==> src/rtl/lfsr_seq_ctrl.sv <==
// Sequencing controller for the AXI-Lite configured 8-bit LFSR stream generator:
// writes seed, taps and start, counts observed stream beats, then writes stop and stop-clear.
module lfsr_seq_ctrl #(
   parameter int C_AXIL_ADDR_WIDTH = 4,
   parameter int C_AXIL_DATA_WIDTH = 32,
   parameter int CNT_WIDTH         = 16
) (
   input  logic                         aclk,
   input  logic                         aresetn,
   input  logic                         cmd_valid,
   output logic                         cmd_ready,
   input  logic [7:0]                   cmd_seed,
   input  logic [7:0]                   cmd_taps,
   input  logic [CNT_WIDTH-1:0]         cmd_count,
   input  logic                         abort,
   output logic [C_AXIL_ADDR_WIDTH-1:0] m_axi_awaddr,
   output logic                         m_axi_awvalid,
   input  logic                         m_axi_awready,
   output logic [C_AXIL_DATA_WIDTH-1:0] m_axi_wdata,
   output logic                         m_axi_wvalid,
   input  logic                         m_axi_wready,
   input  logic [1:0]                   m_axi_bresp,
   input  logic                         m_axi_bvalid,
   output logic                         m_axi_bready,
   input  logic                         mon_tvalid,
   input  logic                         mon_tready,
   output logic                         busy,
   output logic                         done,
   output logic                         err,
   output logic [CNT_WIDTH-1:0]         beats_seen
);

   typedef enum logic [2:0] {
      S_IDLE     = 3'd0,
      S_WR_SEED  = 3'd1,
      S_WR_TAPS  = 3'd2,
      S_WR_START = 3'd3,
      S_RUN      = 3'd4,
      S_WR_STOP  = 3'd5,
      S_WR_CLR   = 3'd6,
      S_DONE     = 3'd7
   } state_t;

   localparam logic [C_AXIL_ADDR_WIDTH-1:0] ADDR_CTRL = C_AXIL_ADDR_WIDTH'(4'h0);
   localparam logic [C_AXIL_ADDR_WIDTH-1:0] ADDR_STOP = C_AXIL_ADDR_WIDTH'(4'h4);
   localparam logic [C_AXIL_ADDR_WIDTH-1:0] ADDR_SEED = C_AXIL_ADDR_WIDTH'(4'h8);
   localparam logic [C_AXIL_ADDR_WIDTH-1:0] ADDR_TAPS = C_AXIL_ADDR_WIDTH'(4'hC);
   localparam logic [C_AXIL_DATA_WIDTH-1:0] DATA_ONE  = C_AXIL_DATA_WIDTH'(1'b1);
   localparam logic [C_AXIL_DATA_WIDTH-1:0] DATA_ZERO = C_AXIL_DATA_WIDTH'(1'b0);

   state_t                         r_state;
   logic [7:0]                     r_taps;
   logic [CNT_WIDTH-1:0]           r_count;
   logic [CNT_WIDTH-1:0]           r_beats;
   logic [C_AXIL_ADDR_WIDTH-1:0]   r_awaddr;
   logic [C_AXIL_DATA_WIDTH-1:0]   r_wdata;
   logic                           r_awvalid;
   logic                           r_wvalid;
   logic                           r_bready;
   logic                           r_done;
   logic                           r_err;

   logic                           w_b_hs;
   logic                           w_beat;
   logic [CNT_WIDTH-1:0]           w_beats_inc;
   logic                           w_last_beat;

   assign w_b_hs      = r_bready & m_axi_bvalid;
   assign w_beat      = mon_tvalid & mon_tready;
   assign w_beats_inc = r_beats + CNT_WIDTH'(1'b1);
   assign w_last_beat = w_beat & (w_beats_inc == r_count);

   // Sequencer FSM with all AXI-Lite master and status outputs registered.
   always_ff @(posedge aclk) begin
      if (!aresetn) begin
         r_state   <= S_IDLE;
         r_taps    <= 8'h00;
         r_count   <= {CNT_WIDTH{1'b0}};
         r_beats   <= {CNT_WIDTH{1'b0}};
         r_awaddr  <= {C_AXIL_ADDR_WIDTH{1'b0}};
         r_wdata   <= {C_AXIL_DATA_WIDTH{1'b0}};
         r_awvalid <= 1'b0;
         r_wvalid  <= 1'b0;
         r_bready  <= 1'b0;
         r_done    <= 1'b0;
         r_err     <= 1'b0;
      end else begin
         r_done <= 1'b0;
         // Each channel's valid drops on its own handshake; a new write below re-raises both.
         if (r_awvalid && m_axi_awready) begin
            r_awvalid <= 1'b0;
         end
         if (r_wvalid && m_axi_wready) begin
            r_wvalid <= 1'b0;
         end
         if (w_b_hs && (m_axi_bresp != 2'b00)) begin
            r_err <= 1'b1;
         end

         case (r_state)
            S_IDLE: begin
               if (cmd_valid) begin
                  r_taps    <= cmd_taps;
                  r_count   <= cmd_count;
                  r_beats   <= {CNT_WIDTH{1'b0}};
                  r_state   <= S_WR_SEED;
                  r_awaddr  <= ADDR_SEED;
                  r_wdata   <= C_AXIL_DATA_WIDTH'(cmd_seed);
                  r_awvalid <= 1'b1;
                  r_wvalid  <= 1'b1;
                  r_bready  <= 1'b1;
               end
            end
            S_WR_SEED: begin
               if (w_b_hs) begin
                  r_state   <= S_WR_TAPS;
                  r_awaddr  <= ADDR_TAPS;
                  r_wdata   <= C_AXIL_DATA_WIDTH'(r_taps);
                  r_awvalid <= 1'b1;
                  r_wvalid  <= 1'b1;
               end
            end
            S_WR_TAPS: begin
               if (w_b_hs) begin
                  r_state   <= S_WR_START;
                  r_awaddr  <= ADDR_CTRL;
                  r_wdata   <= DATA_ONE;
                  r_awvalid <= 1'b1;
                  r_wvalid  <= 1'b1;
               end
            end
            S_WR_START: begin
               if (w_b_hs) begin
                  // A zero-length run goes straight to the stop write.
                  if (r_count == {CNT_WIDTH{1'b0}}) begin
                     r_state   <= S_WR_STOP;
                     r_awaddr  <= ADDR_STOP;
                     r_wdata   <= DATA_ONE;
                     r_awvalid <= 1'b1;
                     r_wvalid  <= 1'b1;
                  end else begin
                     r_state  <= S_RUN;
                     r_bready <= 1'b0;
                  end
               end
            end
            S_RUN: begin
               if (w_beat) begin
                  r_beats <= w_beats_inc;
               end
               if (w_last_beat || abort) begin
                  r_state   <= S_WR_STOP;
                  r_awaddr  <= ADDR_STOP;
                  r_wdata   <= DATA_ONE;
                  r_awvalid <= 1'b1;
                  r_wvalid  <= 1'b1;
                  r_bready  <= 1'b1;
               end
            end
            S_WR_STOP: begin
               if (w_b_hs) begin
                  r_state   <= S_WR_CLR;
                  r_awaddr  <= ADDR_STOP;
                  r_wdata   <= DATA_ZERO;
                  r_awvalid <= 1'b1;
                  r_wvalid  <= 1'b1;
               end
            end
            S_WR_CLR: begin
               if (w_b_hs) begin
                  r_state  <= S_DONE;
                  r_bready <= 1'b0;
                  r_done   <= 1'b1;
               end
            end
            S_DONE: begin
               r_state <= S_IDLE;
            end
            default: begin
               r_state   <= S_IDLE;
               r_awvalid <= 1'b0;
               r_wvalid  <= 1'b0;
               r_bready  <= 1'b0;
            end
         endcase
      end
   end

   assign cmd_ready     = (r_state == S_IDLE);
   assign busy          = (r_state != S_IDLE);
   assign m_axi_awaddr  = r_awaddr;
   assign m_axi_awvalid = r_awvalid;
   assign m_axi_wdata   = r_wdata;
   assign m_axi_wvalid  = r_wvalid;
   assign m_axi_bready  = r_bready;
   assign done          = r_done;
   assign err           = r_err;
   assign beats_seen    = r_beats;

endmodule

==> config.mk <==
export PLATFORM = sky130hd
export DESIGN_NAME = lfsr_seq_ctrl
export DESIGN_NICKNAME = d
export VERILOG_FILES = /design/src/rtl/lfsr_seq_ctrl.sv
export SDC_FILE = /design/constraint.sdc
export NUM_CORES = 1
export LEC_CHECK = 0
export BUFFER_PORTS_ARGS = -buffer_cell sky130_fd_sc_hd__buf_2
export CAP_MARGIN = 20
export CELL_PAD_IN_SITES_DETAIL_PLACEMENT = 0
export CELL_PAD_IN_SITES_GLOBAL_PLACEMENT = 2
export CORE_MARGIN = 5
export CORE_UTILIZATION = 28
export CTS_CLUSTER_DIAMETER = 60
export DETAILED_ROUTE_END_ITERATION = 8
export HOLD_SLACK_MARGIN = 0.15
export MAX_ROUTING_LAYER = met4
export PLACE_DENSITY = 0.89
export SYNTH_ARGS = -nofsm -noshare
export SYNTH_HDL_FRONTEND = slang
export SYNTH_SLANG_ARGS = --single-unit
==> constraint.sdc <==
create_clock -name aclk -period 2.7 [get_ports aclk]
set_input_delay 0.54 -clock aclk [delete_from_list [all_inputs] [get_ports aclk]]
set_output_delay 0.54 -clock aclk [all_outputs]
set_load 0.03 [all_outputs]
==> metrics.sh <==
SYNTHDOMINANTCELLAREASHARE=0.355
VIAS=3168
CTS-ROOT-TO-SINK-BUFFERS=2
DRT-VIAS-PER-INSTANCE=4.84
LAYOUT_MIN_CYCLE_TIME_NS=2.55
WORST_HOLD_PATH_TYPE='in2reg'
FIN_NETS=550
DP_HPWL_MM=7.27
REPORT.FINAL.SLEW_VIOL_COUNT=0
TIMING_HOLD_VIOLATIONS_FINAL=0
ASYNC_FLOP_SHARE=0
DOMINANTREGCELLSYNTH='sky130_fd_sc_hd__dfxtp_1'
SYNTH.AVG_CELL_AREA_SQ_UM=7.67
PLACEDINSTANCEAREA_SQ_UM=3770
OUTCOME='complete, no violations'
SYNTH_AREA_LEADERS='sky130_fd_sc_hd__dfxtp_1, sky130_fd_sc_hd__nand2_1, sky130_fd_sc_hd__a21oi_1'
HOLDBUFCOUNTCTS=0
WORST_SETUP_PATH_END_KIND='flop'
START_UTIL=0.286
CTS_HTREE_LEVELS=3
FLOORPLAN.DIE.WIDTH_MICRONS=118
IO_COUNT=102
DRC_ERRORS=0
WIRE_LENGTH_OF_THE_FIRST_GLOBAL_ROUTING_PASS_MM=15.6
FINAL_WTD_CONGESTION=0.876
YS_TYPES=55
WORST_SLEW_MARGIN_REL=0.466
SYNTH_SEQ_CELLS=58
TIGHTEST_SLEW_NS=0.795
CTS.CLK_SLEW.WORST_PATHS_NS=0.06
SETUP_VIOLATIONS=0
CTS_ROOT_BUF='sky130_fd_sc_hd__clkbuf_16'
IRDROPWORSTVDD_mV=0.430
FINALWIRELENGTH_MM=9.53
DIE_H_MICRONS=118
CELLLEAKAGEPOWER_nW=1.75
CRIT_PATH_MAX_INCR_DELAY_NS=0.53
WORST_PATH_MAX_DELAY_CELL='sky130_fd_sc_hd__or4_4'
NUMBER_OF_ANTENNA_VIOLATIONS_AT_THE_FIRST_CHECK_IN_GLOBAL_ROUTING=1
CTS_INSERTED_BUFFERS=9
TRITONCTS_CLOCK_TREE='done'
POWER.DENSITY_CELL_AREA_nW_PER_UM2=879
SYNTH_EDF_COUNT=0
TOTAL_CLOCK_SINKS=58
GRT.TOTAL_USAGE=0.140
CRITICALPATHCATEGORY='reg2reg'
SYN-CELL-AREA_SQ_UM=3270
DETAILEDROUTE.FIRSTITERATIONVIOLATIONS=158
GLOBAL_ROUTE.OVERFLOW_TOTAL=0
CRITICAL_PATH.MAX_FANOUT=9
FLOW.AREA_GROWTH_FROM_SYNTHESIS_PCT=27.3
DIE_AREA_SQ_UM=13900
DETAILEDROUTE.FIRSTPASSITERATIONCOUNT=4
WORSTPATHREQUIRED_NS=2.96
FILLERINSTANCES=1229
CTS_SETUP_BUFFERS=0
SYNTH_SEQUENTIAL_AREA_RATIO=0.355
CRITICAL_PATH.N_BUFFERS_INVERTERS=1
ROW_COUNT=39
DRV.MAX_CAP_VIOLATION_COUNT=0
CELLS_ALONG_THE_CRITICAL_PATH='nand4_1 -> or4_4 -> xnor2_1 -> a2111oi_2 -> and4_4 -> o221ai_2 -> buf_6 -> mux2i_1'
GRT_PASS1_VIAS=3170
MAX_FREQ_MHz=392
FINALCLOCKSKEW_NS=0.00913
CRITICAL_PATH.STARTPOINT_TYPE='flop'
SYNTH_COMMON_CELLS='sky130_fd_sc_hd__nand2_1, sky130_fd_sc_hd__dfxtp_1, sky130_fd_sc_hd__a21oi_1'
DRT-WIRELENGTH-PER-CELL_MICRONS=14.6
CORE_AREA_SQ_UM=11400
FINISH.INSTANCE_AREA_SQ_UM=4160
SYNTH_WARNINGS=0
CLOCK_LATENCY_NS=0.33
FIN_SETUP_TNS_NS=0
POSTCTSRESIZEDCELLS=0
MAXIMUM_NUMBER_OF_PINS_ON_ONE_NET_BEFORE_GLOBAL_ROUTE_REPAIR=49
ARRIVAL_NS=2.81
PORT-BUFFER-COUNT=75
MIN_PERIOD_OVER_PERIOD=0.945
CRITICAL-PATH-TOP-DELAY-FAMILY='simple AND/OR/NAND/NOR gates'
SYNTH.LARGEST_AREA_CELL='sky130_fd_sc_hd__dfxtp_1'
RSZ0062_AT_GRT='false'
SYNTHESIS.INSTANCES=426
YOSYSMOSTFREQUENTCELL='sky130_fd_sc_hd__nand2_1'
SHARE_OF_CELLS_ABOVE_DRIVE_STRENGTH_1=0.280
NUMBER_OF_NETS_WITH_ANTENNA_VIOLATIONS_AFTER_DETAILED_ROUTING=0
## cell usage in the layout, fill, tap and decap left out, types with 9 or more instances in the layout
cell	count
sky130_fd_sc_hd__dfxtp_1	51
sky130_fd_sc_hd__xnor2_1	12
sky130_fd_sc_hd__buf_2	75
sky130_fd_sc_hd__nor2_1	25
sky130_fd_sc_hd__o21ai_0	16
sky130_fd_sc_hd__buf_4	25
sky130_fd_sc_hd__conb_1	26
sky130_fd_sc_hd__nand2_1	83
sky130_fd_sc_hd__a21oi_1	48
sky130_fd_sc_hd__nor3_1	13
sky130_fd_sc_hd__nand3_1	10
sky130_fd_sc_hd__clkbuf_16	9
## logic make-up (layout without fill, tap and decap cells)
group,after synthesis,in the layout,share of synthesized area
AND/OR/NAND/NOR,175,175,0.252
AO/OA/AOI/OAI,93,93,0.175
buffers and inverters,63,123,0.110
flip-flops,58,58,0.355
XOR/XNOR,20,20,0.0536
multiplexers,15,15,0.0486
adder cells (fa/ha/maj),1,1,0.00383
other,1,27,0.00115
## area by class of cell
class	count	area (sq um)	area share
multi-input cells	330	1860	0.447
flip-flops and latches	58	1170	0.281
repair buffers	101	574	0.138
clock buffers	9	225	0.0542
well taps	143	179	0.0430
clock inverters	7	125	0.0301
inverters	6	22.5	0.00542
diodes	1	2.50	0.000602
## state kept, by name, indices dropped and copies added, names as in the netlist
| register | flops |
|---|---|
| done | 1 |
| r_count | 16 |
| m_axi_awvalid | 1 |
| m_axi_bready | 1 |
| beats_seen | 16 |
| m_axi_wvalid | 1 |
| err | 1 |
| m_axi_awaddr | 2 |
| r_state | 3 |
| m_axi_wdata | 8 |
| r_taps | 8 |
## routing by layer
layer	wire, microns	global-route usage
met5	0	-
met4	128	0.0538
met2	4510	0.216
met3	574	0.0341
met1	4320	0.178
## metrics by stage
step	total power [W]	cells	hold slack, ns	util	worst slack (ns)
CTS	0.00369	654	0.434	0.361	0.0238
detailed placement	0.00233	638	0.447	0.331	0.0422
global route	0.00386	655	0.442	0.364	0.00374
finish	0.00366	655	0.444	0.364	0.148
global placement	0.00232	638	0.442	0.331	0.122
floorplan	0.00205	451	0.433	-	0.0157
## where the power goes
part / total, W / internal [W] / switching (W)
clock: 0.00134 / 0.000910 / 0.000428
sequential: 0.00114 / 0.00102 / 0.000127
combinational: 0.00117 / 0.000414 / 0.000761
total: 0.00366 / 0.00234 / 0.00132
## worst register-to-register path: cells and delay by family (launching register included)
| kind | cells | cell delay [ns] |
|---|---|---|
| multiplexers | 1 | 0.17 |
| buffers and inverters | 1 | 0.20 |
| AO/OA/AOI/OAI | 2 | 0.55 |
| AND/OR/NAND/NOR | 3 | 1.00 |
| XOR/XNOR | 1 | 0.16 |
| flip-flops | 1 | 0.39 |
## path summary, 6_finish.rpt
path | slack, ns | startpoint | cells after the start | to
setup / recovery | 0.15 | beats_seen[1]$_SDFFE_PN0P_ | 8 | m_axi_wdata[6]$_SDFFE_PN0P_
setup reg to reg | 0.15 | beats_seen[1]$_SDFFE_PN0P_ | 8 | m_axi_wdata[6]$_SDFFE_PN0P_
hold / removal | 0.44 | cmd_count[3] | 3 | r_count[3]$_SDFFE_PN0P_
hold reg to reg | 0.45 | r_taps[3]$_SDFFE_PN0P_ | 2 | r_taps[3]$_SDFFE_PN0P_
Note: power is estimated with default switching activity, not from simulation.
